### src/rtl/rstmgr_crash_capture_ctrl.sv
// Arms on a software write and fires a one-cycle crash-dump capture strobe on the first new reset request.
// Latency: a rising request in cycle N gives dump_capture_o in cycle N+1+CaptureDelay; en_o drops from N+1.
// No backpressure: the slot store must accept the strobe; later requests are ignored until software re-arms.
module rstmgr_crash_capture_ctrl #(
   parameter int NumSrc       = 4,
   parameter int CaptureDelay = 0,
   parameter int CntWidth     = 8
) (
   input  logic                clk_i,
   input  logic                rst_ni,
   input  logic [NumSrc-1:0]   src_req_i,
   input  logic                en_we_i,
   input  logic                en_wdata_i,
   input  logic                cnt_clr_i,
   output logic                en_o,
   output logic                busy_o,
   output logic                dump_capture_o,
   output logic [NumSrc-1:0]   cause_o,
   output logic [CntWidth-1:0] capture_cnt_o
);

   typedef enum logic [1:0] {
      StIdle  = 2'd0,
      StArmed = 2'd1,
      StDelay = 2'd2,
      StCapt  = 2'd3
   } state_e;

   // The delay counter is loaded with CaptureDelay-1 so that DELAY lasts exactly CaptureDelay cycles.
   localparam logic [7:0]          DlyInit = (CaptureDelay > 0) ? 8'(CaptureDelay - 1) : 8'd0;
   localparam logic [CntWidth-1:0] CntMax  = '1;

   state_e                state_q, state_d;
   logic [NumSrc-1:0]     src_q, src_d;
   logic [NumSrc-1:0]     cause_q, cause_d;
   logic [7:0]            dly_q, dly_d;
   logic [CntWidth-1:0]   cnt_q, cnt_d;
   logic                  en_q, en_d;
   logic                  busy_q, busy_d;
   logic                  capt_q, capt_d;
   logic [NumSrc-1:0]     rise;
   logic                  trig;

   // Next-state logic: edge detect, arm/trigger/delay sequencing, cause latch and saturating counter.
   always_comb begin
      rise    = src_req_i & ~src_q;
      trig    = |rise;
      src_d   = src_req_i;
      state_d = state_q;
      dly_d   = dly_q;
      // A clear applies first; a capture in the same cycle then increments from zero,
      // and a trigger in the same cycle overwrites the cleared cause.
      cnt_d   = cnt_clr_i ? '0 : cnt_q;
      cause_d = cnt_clr_i ? '0 : cause_q;

      case (state_q)
         StIdle: begin
            if (en_we_i && en_wdata_i) begin
               state_d = StArmed;
            end
         end
         StArmed: begin
            // A trigger wins over a disarm write in the same cycle so no crash is lost.
            if (trig) begin
               cause_d = rise;
               if (CaptureDelay > 0) begin
                  state_d = StDelay;
                  dly_d   = DlyInit;
               end else begin
                  state_d = StCapt;
               end
            end else if (en_we_i && !en_wdata_i) begin
               state_d = StIdle;
            end
         end
         StDelay: begin
            if (dly_q == 8'd0) begin
               state_d = StCapt;
            end else begin
               dly_d = dly_q - 8'd1;
            end
         end
         StCapt: begin
            // Disarm after every capture so the first crash dump is preserved.
            state_d = StIdle;
            if (cnt_d != CntMax) begin
               cnt_d = cnt_d + CntWidth'(1);
            end
         end
         default: begin
            state_d = StIdle;
         end
      endcase

      en_d   = (state_d == StArmed);
      busy_d = (state_d == StDelay) || (state_d == StCapt);
      capt_d = (state_d == StCapt);
   end

   // State, history and registered status outputs; async reset returns everything to IDLE.
   always_ff @(posedge clk_i or negedge rst_ni) begin
      if (!rst_ni) begin
         state_q <= StIdle;
         src_q   <= '0;
         cause_q <= '0;
         dly_q   <= 8'd0;
         cnt_q   <= '0;
         en_q    <= 1'b0;
         busy_q  <= 1'b0;
         capt_q  <= 1'b0;
      end else begin
         state_q <= state_d;
         src_q   <= src_d;
         cause_q <= cause_d;
         dly_q   <= dly_d;
         cnt_q   <= cnt_d;
         en_q    <= en_d;
         busy_q  <= busy_d;
         capt_q  <= capt_d;
      end
   end

   assign en_o           = en_q;
   assign busy_o         = busy_q;
   assign dump_capture_o = capt_q;
   assign cause_o        = cause_q;
   assign capture_cnt_o  = cnt_q;

endmodule

### config.mk
export PLATFORM = sky130hd
export DESIGN_NAME = rstmgr_crash_capture_ctrl
export DESIGN_NICKNAME = d
export VERILOG_FILES = /design/src/rtl/rstmgr_crash_capture_ctrl.sv
export SDC_FILE = /design/constraint.sdc
export NUM_CORES = 1
export LEC_CHECK = 0
export ABC_AREA = 1
export BUFFER_PORTS_ARGS = -buffer_cell sky130_fd_sc_hd__buf_2
export CORE_MARGIN = 5
export CORE_UTILIZATION = 55
export CTS_CLUSTER_DIAMETER = 80
export DETAILED_ROUTE_END_ITERATION = 10
export GPL_TIMING_DRIVEN = 0
export PLACE_DENSITY_LB_ADDON = 0.3
export SETUP_SLACK_MARGIN = 0.05
export SLEW_MARGIN = 20
export SYNTH_ARGS = -nofsm -noshare
export SYNTH_HDL_FRONTEND = slang
export SYNTH_SLANG_ARGS = --single-unit
### constraint.sdc
create_clock -name clk_i -period 1.8 [get_ports clk_i]
set_input_delay 0.27 -clock clk_i [delete_from_list [all_inputs] [get_ports clk_i]]
set_output_delay 0.27 -clock clk_i [all_outputs]
set_load 0.05 [all_outputs]
==> qor.yml <==
num_vias: 1268
core_sq_um: 2520
grt_max_degree: 29
ys_warn_count: 0
relSlewSlack_pct: 58.8
final_cell_mix: "nand2_1, dfrtp_1, inv_1, nand3_1, buf_2"
cts_max_level: 1
ys_seq_area_share_pct: 47.7
hold_class: "in -> reg"
ys_ff_latch: 28
arrival_ns: 1.77
initial_core_util_pct: 58.2
p_comb_share_pct: 36.6
timing.critical_path.from: "capture_cnt_o[1]"
finalHoldWorstSlack_ns: 0.0621
setup_viol: 0
ir_drop_mv: 0.780
finalHoldViolCount: 0
drv_slew: 0
syn_to_final_growth_pct: 12.8
status: "finished, final reports clean"
final_common_cell: "nand2_1"
cts_tree: "yes"
crit_type: "reg -> reg"
cts_made_buffers: 3
worst_pin_slew_ns: 0.618
n_antenna_cell: 0
fmax_mhz: 665
cts.sinks: 28
postCtsSetupRepairBufs: 0
clk_pin_slew_ns: 0.14
rr_startpoint: "capture_cnt_o[1]"
grt_usage_pct: 18.0
grt_antenna_before_repair: 0
ios: 24
grt_first_pass_wirelength_um: 5120
path_max_fanout: 3
numPortBuffers: 23
nets: 231
grt_pass1_vias: 1187
die_y_um: 61.7
dieArea_sq_um: 3800
fin_crit_ns: 1.50
post-route-period-util_pct: 83.5
netlist_instances: 190
first_pass_iters: 4
fp.dieW_um: 61.7
powerDensity_nw_per_um2: 991
clockBufferDepth: 2
syn_nets: 202
wl_per_cell_um: 11.9
rows: 18
finalSetupTns_ns: 0
skew_ns: 0.00194
switching_power_mw: 0.710
syn_area_per_cell_sq_um: 7.72
drv_cap: 0
grt_overflow: 0
required_ns: 2.07
synth_area_sq_um: 1470
cp-end-kind: "flop"
drc: 0
seq_power_share_pct: 47.8
gp_congestion: 0.886
clock_latency_ns: 0.32
start_kind: "flop"
postRouteAntennaNets: 0
p_sw_share_pct: 43.3
via_per_inst: 5.13
dp_hpwl_um: 2290
internal_power_mw: 0.931
layout-drive-gt1-share_pct: 18.4
rsz0062_at_grt: "false"
holdCritStartpoint: "src_req_i[1]"
clkPwrFrac_pct: 15.6
synth_cell_types: 25
p_leak_nw: 0.949
drt-total-wl_um: 2940
cts_root_buf: "clkbuf_4"
drtIter0Drc: 73
power by group through the flow:
stage	Clock [mW]	Sequential, mW	Combinational, mW
floorplan	0	1.03	0.208
global placement	0	0.788	0.592
detailed placement	0	0.794	0.608
CTS	0.264	0.783	0.610
global route	0.287	0.794	0.663
finish	0.256	0.784	0.601
cell type report:
cell class | count | area (sq um)
Sequential cell | 28 | 701
Inverter | 28 | 105
Buffer | 2 | 22.5
Clock buffer | 3 | 22.5
Fill cell | 225 | 867
Timing Repair Buffer | 24 | 125
Tap cell | 30 | 37.5
Multi-Input combinational cell | 132 | 642
critical path: stages (launching register included):
cell and delay (ns):
dfrtp_1 0.39, inv_1 0.04, nor2_1 0.13, ha_1 0.20, nand2_1 0.07, nor2_2 0.17, nand2_1 0.11, nor2_2 0.13
nand2_1 0.10, nand3_1 0.10
routing by layer:
layer,vias up,share of wire (%),track usage (%)
met1,588,45,23.4
met3,3,5.3,2.73
li1,644,-,-
met4,0,0.92,4.55
met2,33,48,31.4
met5,-,0,0
metrics by stage:
| stage | area, sq um | cells | setup slack, ns | util (%) | power, mW |
|---|---|---|---|---|---|
| after floorplan | 1470 | 190 | 0.107 | - | 1.24 |
| after global placement | 1620 | 243 | 0.113 | 64.2 | 1.38 |
| after detailed placement | 1620 | 243 | 0.0301 | 64.2 | 1.40 |
| after CTS | 1650 | 247 | 0.228 | 65.5 | 1.66 |
| after global routing | 1660 | 247 | 0.126 | 65.6 | 1.74 |
| final | 1660 | 247 | 0.297 | 65.6 | 1.64 |
synthesized netlist by cell type, drive strengths merged:
| cell | number | area [sq um] |
|---|---|---|
| xor2 | 2 | 17.5 |
| buf | 2 | 22.5 |
| o211ai | 1 | 7.51 |
| nand3 | 24 | 125 |
| or2 | 1 | 6.26 |
| dfrtp | 28 | 701 |
| nand2 | 65 | 256 |
| inv | 27 | 101 |
| nand3b | 1 | 7.51 |
| nor2 | 19 | 86.3 |
| o21ai | 7 | 35.0 |
| xnor2 | 3 | 26.3 |
| ha | 3 | 37.5 |
| and2 | 1 | 6.26 |
| nand4 | 2 | 12.5 |
| clkinv | 1 | 3.75 |
| nor3 | 2 | 10.0 |
| a21oi | 1 | 5.00 |
final timing paths:
path,slack (ns),depth (start not counted),end
max,0.30,9,capture_cnt_o[7]
min,0.06,1,src_q[1]
max reg2reg,0.30,9,capture_cnt_o[7]
min reg2reg,0.53,2,cause_o[0]
max in group asynchronous,0.93,2,cause_o[1]
min in group asynchronous,0.47,2,dly_q[1]
flip-flops by register name, summed over array words and instances, names as in the netlist:
register and flops:
src_q 4, en_o 1, dump_capture_o 1, cause_o 4
state_q 1, busy_o 1, dly_q 8, capture_cnt_o 8
logic make-up after synthesis:
family	after synthesis	share of synthesized area (%)
simple gates	115	34.8
buf+inv	30	8.70
flops	28	47.7
compound gates	9	3.24
xor+xnor	5	2.98
fa+ha+maj	3	2.56
repair_timing:
action,in CTS,in global routing
setup endpoints to repair,0,1
gates resized for setup,0,1
hold buffers,1,0
endpoints found under the hold margin,28,0
No activity file was read; power rests on OpenSTA's default activity.
